==> src/rtl/fetch_unit.sv <==
// Instruction fetch stage: one outstanding read per instruction, then it holds
// the word for decode until the datapath retires it. A misaligned next PC halts the unit.
module fetch_unit #(
    parameter logic [31:0] RESET_PC = 32'h0000_3000
) (
    input  logic        clk,
    input  logic        reset,
    input  logic [31:0] next_pc,
    input  logic        pc_update,
    output logic        imem_req,
    output logic [31:0] imem_addr,
    input  logic        imem_ack,
    input  logic [31:0] imem_rdata,
    output logic [31:0] instr,
    output logic [31:0] pc,
    output logic [31:0] pc4,
    output logic        instr_valid,
    output logic        misalign,
    output logic [31:0] retired
);

    typedef enum logic [1:0] {
        FETCH = 2'd0,
        VALID = 2'd1,
        HALT  = 2'd2
    } state_t;

    state_t      r_state;
    logic        r_req;
    logic        r_valid;
    logic        r_misalign;
    logic [31:0] r_pc;
    logic [31:0] r_instr;
    logic [31:0] r_retired;
    logic        w_bad_target;

    assign w_bad_target = (next_pc[1:0] != 2'b00);

    always_ff @(posedge clk) begin
        if (reset) begin
            r_state    <= FETCH;
            r_req      <= 1'b1;
            r_valid    <= 1'b0;
            r_misalign <= 1'b0;
            r_pc       <= RESET_PC;
            r_instr    <= 32'h0;
            r_retired  <= 32'h0;
        end else begin
            case (r_state)
                FETCH: begin
                    if (imem_ack) begin
                        r_instr <= imem_rdata;
                        r_valid <= 1'b1;
                        r_req   <= 1'b0;
                        r_state <= VALID;
                    end
                end
                VALID: begin
                    if (pc_update) begin
                        r_pc      <= next_pc;
                        r_valid   <= 1'b0;
                        r_retired <= r_retired + 32'd1;
                        if (w_bad_target) begin
                            // Fault is sticky: nothing but reset leaves HALT.
                            r_misalign <= 1'b1;
                            r_req      <= 1'b0;
                            r_state    <= HALT;
                        end else begin
                            r_req   <= 1'b1;
                            r_state <= FETCH;
                        end
                    end
                end
                HALT: begin
                    r_req   <= 1'b0;
                    r_valid <= 1'b0;
                end
                default: begin
                    r_state <= HALT;
                    r_req   <= 1'b0;
                    r_valid <= 1'b0;
                end
            endcase
        end
    end

    // Address always reflects pc; imem_req alone says whether a read is live.
    assign imem_req    = r_req;
    assign imem_addr   = r_pc;
    assign instr       = r_instr;
    assign pc          = r_pc;
    assign pc4         = r_pc + 32'd4;
    assign instr_valid = r_valid;
    assign misalign    = r_misalign;
    assign retired     = r_retired;

endmodule

==> config.mk <==
export PLATFORM = sky130hd
export DESIGN_NAME = fetch_unit
export DESIGN_NICKNAME = d
export VERILOG_FILES = /design/src/rtl/fetch_unit.sv
export SDC_FILE = /design/constraint.sdc
export NUM_CORES = 1
export LEC_CHECK = 0
export CAP_MARGIN = 10
export CORE_MARGIN = 3
export CORE_UTILIZATION = 33
export DETAILED_ROUTE_END_ITERATION = 10
export PLACE_DENSITY = 0.77
export SYNTH_ARGS = -nofsm -noshare
export SYNTH_HDL_FRONTEND = slang
export SYNTH_SLANG_ARGS = --single-unit
==> constraint.sdc <==
create_clock -name clk -period 3.3 [get_ports clk]
set_clock_uncertainty 0.15 [all_clocks]
set_input_delay 0.495 -clock clk [delete_from_list [all_inputs] [get_ports clk]]
set_output_delay 0.495 -clock clk [all_outputs]
set_load 0.05 [all_outputs]
# [Word level (Yosys, flattened, before mapping)]
# Index checks and enable logic that the tools add are counted.
[word_totals] register_bits=101 inputBits=68 output_inout_bits=163
[classes] add_sub_neg=2 eq_ne=4 n_mux=11 bitwise_logic=1 n_reduce_logical=7
[op_table] op="adder 32 x 1 -> 32 bit (second input constant)" n=1
[op_table] op="adder 32 x 3 -> 32 bit (second input constant)" n=1
[op_table] op="two-way mux 2 bit" n=3
[op_table] op="one-hot mux 2 bit (3 select lines)" n=1
[op_table] op="AND reduction 2 bit" n=3
[op_table] op="AND reduction 3 bit" n=2
[op_table] op="two-way mux 1 bit" n=5
[op_table] op="!= test 2 bit (second input constant)" n=2
[op_table] op="one-hot mux 1 bit (2 select lines)" n=2
[op_table] op="equality test 2 x 1 -> 1 bit (second input constant)" n=1
[op_table] op="equality test 2 bit (second input constant)" n=1
[op_table] op="logical NOT 2 bit" n=1
[op_table] op="nonzero test 2 bit" n=1
[op_table] op="inverter 1 bit" n=1

# [Longest topological paths before layout]
# Gate-level depths: netlist of run 1.
[depth] word_depth=4 ltp_mapped=8 depth_no_buf=6

# [Worst setup path after synthesis of run 1]
# No wires, ideal clock.
[synth_timing] path_type="register -> output" start="register r_pc[8] (netlist: imem_addr[8])" end="output pc4[22]" t_arrival_ns=2.872 path_slack_ns=-0.217 path_stages_with_launch=6 cell_sequence="dfxtp_1 > nand4_1 > or4_1 > nor2_1 > nand4_1 > xnor2_1"
[synth_via] elab_chain_len=1
[synth_lines] item="start, declared" line="32" rtl="logic [31:0] r_pc;"
[synth_lines] item="start signal, assigned" line="60" rtl="r_pc <= next_pc;"
[synth_lines] item="adder 32 x 3 -> 32 bit" line="92" rtl="assign pc4 = r_pc + 32'd4;"
[synth_lines] item="end, declared" line="16" rtl="output logic [31:0] pc4,"
# No other way between the ends.

# [Final worst setup path of run 1]
[layout_timing] start="register r_pc[3] (netlist: imem_addr[3])" end="output pc4[10]"
# The elaborated chain is that of the path after synthesis.

==> results of run 1 <==
[worst min-delay path: cells and delay by family, from the launching register on]
| family | cells | cell delay, ns |
|---|---|---|
| compound gates | 1 | 0.05 |
| simple gates | 1 | 0.05 |
| flops | 1 | 0.31 |
[through the flow]
step | cells | util | power, mW
final | 951 | 0.549 | 3.05
after global routing | 951 | 0.549 | 3.17
after CTS | 951 | 0.548 | 3.09
after detailed placement | 935 | 0.527 | 2.07
after global placement | 935 | 0.527 | 2.06
after floorplan | 583 | - | 1.79
[state kept, by name, indices dropped and copies added, names as in the netlist]
register,flops
misalign,1
imem_addr,32
retired,32
instr_valid,1
r_state,2
imem_req,1
instr,32
[placed cells by master (no fill, tap or decap), types with 4 or more instances in the layout]
cell type        instances
buf_12                  16
or4_1                    5
clkbuf_16                9
nand4_1                 16
nand2_1                154
dfxtp_1                100
clkdlybuf4s50_1        212
and3_1                  11
a21oi_1                 71
nor2b_1                  6
buf_4                   12
or3_1                    4
xnor2_1                 14
xnor2_2                 14
xor2_1                  20
o21ai_0                  8
nor2_1                  32
nand3_1                 19
and4_1                   6
[logic make-up after synthesis]
family / synth area share
muxes: 0.00703
and+or+nand+nor: 0.281
AOI/OAI and AO/OA: 0.0941
DFF: 0.437
buffers and inverters: 0.0854
adders and majority gates: 0.00540
xor gates and xnor gates: 0.0908
[layer usage]
metal,track usage,vias to the layer above,wire length (um)
met5,0,-,0
met4,0.0516,0,158
met2,0.300,166,6730
met1,0.218,2093,6280
li1,-,2268,-
met3,0.0425,13,855
[power by group through the flow]
stage	clock network, mW	logic [mW]	registers [mW]
floorplan	0	0.283	1.50
global placement	0	0.717	1.35
detailed placement	0	0.719	1.35
CTS	1.05	0.721	1.32
global route	1.09	0.752	1.33
finish	1.01	0.714	1.32
[layout make-up]
class	count	area share
flip-flops and latches	101	0.273
clock inverters	3	0.00253
inverters	3	0.00152
clock buffers	13	0.0364
repair buffers	240	0.341
multi-input cells	415	0.316
well taps	176	0.0297
[repair_timing]
item	4_1_cts	5_1_grt
setup buffers	0	0
setup endpoints to repair	2	7
hold endpoints to repair	0	0
gates resized for setup	2	3
[path summary, 6_finish.rpt]
kind,endpoint,slack [ns],depth (start not counted)
max,pc4[10],0.16,6
min,instr[24],0.30,2
max reg2reg,retired[28],0.96,5
min reg2reg,instr[24],0.30,2
==> impl_results.md, run 1 <==
* Setup WS post-layout at 0.165 ns
* Top cells by count, synth: nand2_1, dfxtp_1, a21oi_1, nor2_1, buf_4
* Combinational Power Share at 0.234
* Max Buffers Root-to-Sink at 2
* Final setup fails at 0
* Pwr dens at 411 nW/um2
* CP delay by family, top: buffers and inverters
* Crit-path slowest cell: clkdlybuf4s50_1
* Drt first pass iters at 4
* Flop pwr share at 0.433
* Mapped cell area at 4630 um2
* CP arrival at 2.49 ns
* Via count at 4540
* Yosys Warn Count at 0
* HPWL after DPL at 10.5 mm
* Crit. End Element: output port
* Hold_buf cts at 0
* Largest area contributor in the synthesized netlist: dfxtp_1
* Clk pwr share at 0.333
* Post-synth cell types at 37
* Worst-Margin Slew at 0.591 ns
* Final net count at 840
* P&R area growth vs syn at 60.2%
* Net Count, Synth at 653
* Total gr overflow at 0
* Initial antenna violation count at 0
* Die Width at 124 um
* Fraction of registers with async set/reset at 0
* Post-synth EDFFs at 0
* Worst IR Drop VDD at 0.255 mV
* Sw Ratio at 0.306
* Vias per Instance at 4.77
* Routability congestion estimate at 0.863
* Placed inst area at 7110 um2
* Number of port buffers at 230
* P_leak at 2.78 nW
* Status: finished, final reports clean
* Setup TNS at 0 ns
* Clk_lat worst skew at 0.34 ns
* RR Startpoint: r_state[1]
* Share of the synthesized area in the top cell type at 0.437
* Internal Power at 2.11 mW
* Min-Delay Path Class: register to register
* Top post-synthesis cells by area: dfxtp_1, nand2_1, a21oi_1, buf_4, xnor2_1
* Multi-input gate area at 2340 um2
* Initial DRC count at 194
* DRT Wirelength at 14.0 mm
* Slew Viols, Final at 0
* WP data required at 2.65 ns
* Tot GR Track Use at 0.175
* FF+latch area at 2020 um2
* Relative max-transition margin at 0.606
* CP Launch Type: register
* Initial Util at 0.343
* CTS tree: yes
* Cts bufs inserted at 9
* H-tree Lvls at 3
* Die area at 15500 um2
* First-pass GRT wire length at 22.5 mm
* Fillers at 1220
* Min-Delay Startpoint: instr[24]
* Most numerous cell in the Yosys netlist: nand2_1
* Clock root cell: clkbuf_16
* Sequential share of the synthesized area at 0.437
* Post-Layout Inst Area at 7420 um2
* Count of state elements after synthesis at 101
* Avg Cell Area, Syn at 7.94 um2
* Vias in the first global route at 4381
* Wirelength per Cell at 14.7 um
* # diodes at 0
* Row count at 42
* Antenna-violating nets left at 0
* Switching power at 0.934 mW
* Largest net degree at the start of global routing at 59
* Fin crit period at 3.14 ns
* Core area at 13500 um2
* Share of layout cells above drive strength 1 at 0.0955
* Crit path buffers/inverters at 1
* WS Path Type: register to output port
* Clock-pin transition on the worst setup and hold timing paths at 0.06 ns
* I/O pin cnt at 231
* Final Hold Fails at 0
* Critical-path maximum fanout at 5
* Crit path cell chain: ha_1 > nand2_1 > or2_2 > nor2_1 > xor2_1 > clkdlybuf4s50_1
* Top achievable clock speed at 319 MHz
* Gate Count Post-Synth at 583
* Max cap viols at 0
* Period utilization at 0.950
* Clk sinks at 101
* Pre-CTS setup slack at 0.361 ns
* CP max stage delay at 0.82 ns
* Main synth FF type: dfxtp_1
* Crit path from: imem_addr[3]
* Hold WS at 0.302 ns
* DRC Markers at 0
* Die Y at 124 um
* RSZ-0062 raised after global routing: false
Note: power is estimated with default switching activity, not from simulation.
==> inputs of run 2 (changes only) <==
HOLD_SLACK_MARGIN = 0.1   (was default)
==> results of run 2 <==
Final layout, timing and power as in run 1 (identical DEF).
==> inputs of run 3 (changes only) <==
--- a/config.mk
+++ b/config.mk
@@ -12,4 +12,5 @@
 export HOLD_SLACK_MARGIN = 0.1
 export PLACE_DENSITY = 0.77
+export REMOVE_ABC_BUFFERS = 1
 export SYNTH_ARGS = -nofsm -noshare
 export SYNTH_HDL_FRONTEND = slang
==> constraint.sdc (replaced) <==
create_clock -name clk -period 3.3 [get_ports clk]
set_clock_uncertainty 0.15 [all_clocks]
set_input_delay 0.66 -clock clk [delete_from_list [all_inputs] [get_ports clk]]
set_output_delay 0.66 -clock clk [all_outputs]
set_load 0.05 [all_outputs]
==> impl_results.md, run 3 (synthesized netlist as in run 1, its figures left out) <==
* Status: finished, final reports clean
* Cts bufs inserted at 9 (unchanged)
* Final Hold Fails at 0 (unchanged)
* # diodes at 0 (unchanged)
* Setup WS post-layout at 0.136 ns (-0.0287 ns)
* Min-Delay Startpoint: instr[30]
* Row count at 42 (unchanged)
* Fin crit period at 3.16 ns (+0.0287 ns)
* Clock-pin transition on the worst setup and hold timing paths at 0.07 ns (about the same)
* Core area at 13500 um2 (unchanged)
* Initial Util at 0.343 (unchanged)
* Clk_lat worst skew at 0.34 ns (about the same)
* Die Y at 124 um (unchanged)
* Initial antenna violation count at 0 (unchanged)
* Hold WS at 0.302 ns (+0.000499 ns)
* Critical-path maximum fanout at 6 (+1)
* Die area at 15500 um2 (unchanged)
* CP arrival at 2.35 ns (-0.14 ns)
* WS Path Type: register to output port
* Clock root cell: clkbuf_16
* DRC Markers at 0 (unchanged)
* P_leak at 2.80 nW (+0.66%)
* Share of layout cells above drive strength 1 at 0.0936 (-0.00189)
* Pre-CTS setup slack at 0.288 ns (-0.0735 ns)
* I/O pin cnt at 231 (unchanged)
* Worst IR Drop VDD at 0.278 mV (+8.9%)
* RR Startpoint: retired[4]
* Period utilization at 0.959 (+0.00868)
* Commonest non-fill, non-tap cell in the layout: clkdlybuf4s50_1
* Crit. End Element: output port
* Filler-free cell count of the finished design at 956 (+0.53%)
* Min-Delay Path Class: register to register
* Design Power at 3.09 mW (+1.5%)
* Vias in the first global route at 4237 (-3.3%)
* RSZ-0062 raised after global routing: false
* Routability congestion estimate at 0.844 (-2.2%)
* First-pass GRT wire length at 22.3 mm (-0.83%)
* Antenna-violating nets left at 0 (unchanged)
* Via count at 4546 (+0.13%)
* CTS tree: yes
* Max cap viols at 0 (unchanged)
* Initial DRC count at 240 (+24%)
* Slew Viols, Final at 0 (unchanged)
* Most frequent cells in the layout: clkdlybuf4s50_1, nand2_1, dfxtp_1, a21oi_1, nor2_1
* Final net count at 845 (+0.60%)
* H-tree Lvls at 3 (unchanged)
* WP data required at 2.49 ns (-0.16 ns)
* Relative max-transition margin at 0.525 (-0.0806)
* Max Buffers Root-to-Sink at 2 (unchanged)
* Crit path from: imem_addr[10]
* Clk sinks at 101 (unchanged)
* Drt first pass iters at 5 (+1)
* Fillers at 1219 (-0.082%)
* Post-CTS Setup Inserts at 0 (unchanged)
* P&R area growth vs syn at 60.3% (about the same)
* Vias per Instance at 4.76 (-0.39%)
* Pwr dens at 417 nW/um2 (+1.4%)
* Final setup fails at 0 (unchanged)
* Die Width at 124 um (unchanged)
* CP Launch Type: register
* Largest net degree at the start of global routing at 73 (+24%)
* Number of port buffers at 230 (unchanged)
* DRT Wirelength at 14.0 mm (+0.19%)
* Total gr overflow at 0 (unchanged)
* HPWL after DPL at 10.4 mm (-0.61%)
* Wirelength per Cell at 14.7 um (-0.33%)
* Worst-Margin Slew at 0.712 ns (+0.121 ns)
* Tot GR Track Use at 0.174 (-0.000611)
* Top achievable clock speed at 316 MHz (-0.91%)
* Placed cell count at 940 (+0.53%)
==> run 3: through the flow <==
stage                     setup TNS (ns)   util  cell area (um2)
final                                  0  0.549             7420
after global routing                   0  0.549             7420
after CTS                       -0.00604  0.544             7350
after detailed placement               0  0.521             7040
after global placement                 0  0.521             7040
after floorplan                   -10.80      -             4250
==> run 3: report_power, final <==
| part | leakage, nW | internal, mW | switching, mW |
|---|---|---|---|
| Sequential | 0.822 | 1.27 | 0.0449 |
| Combinational | 1.83 | 0.272 | 0.444 |
| Clock | 0.150 | 0.612 | 0.453 |
==> run 3: path summary, 6_finish.rpt <==
kind                            cells after the start           to  slack [ns]
worst min register to register                      2    instr[30]        0.30
worst max-delay path                                6      pc4[19]        0.14
worst max register to register                      5  retired[26]        0.99
worst min-delay path                                2    instr[30]        0.30
==> run 3: layer usage <==
| layer | wire length, um | track usage | vias to the layer above |
|---|---|---|---|
| met5 | 0 | 0 | - |
| met4 | 346 | 0.0503 | 0 |
| met3 | 887 | 0.0566 | 27 |
| met2 | 6790 | 0.292 | 168 |
| met1 | 6020 | 0.214 | 2072 |
| li1 | - | - | 2279 |
==> run 3: layout make-up <==
cell class	instances	area (um2)	share of cell area
Timing Repair Buffer	245	2580	0.348
Multi-Input combinational cell	415	2290	0.308
Sequential cell	101	2020	0.272
Clock buffer	11	243	0.0327
Tap cell	176	220	0.0297
Clock inverter	5	57.6	0.00776
Inverter	3	11.3	0.00152
==> run 3: repair_timing <==
action | 4_1_cts | 5_1_grt
endpoints found under the hold margin | 0 | 0
pin swaps | 0 | 1
hold buffers | 0 | 0
resized for setup | 5 | 16
cloned | 0 | 0
setup endpoints to repair | 9 | 18
==> run 3: worst max-delay path, stage by stage, from the launching register on <==
cell     delay (ns)
dfxtp_1        0.43
nand4_1        0.23
or4_4          0.58
nor2_2         0.22
nand4_1        0.18
xnor2_2        0.21
buf_12         0.16
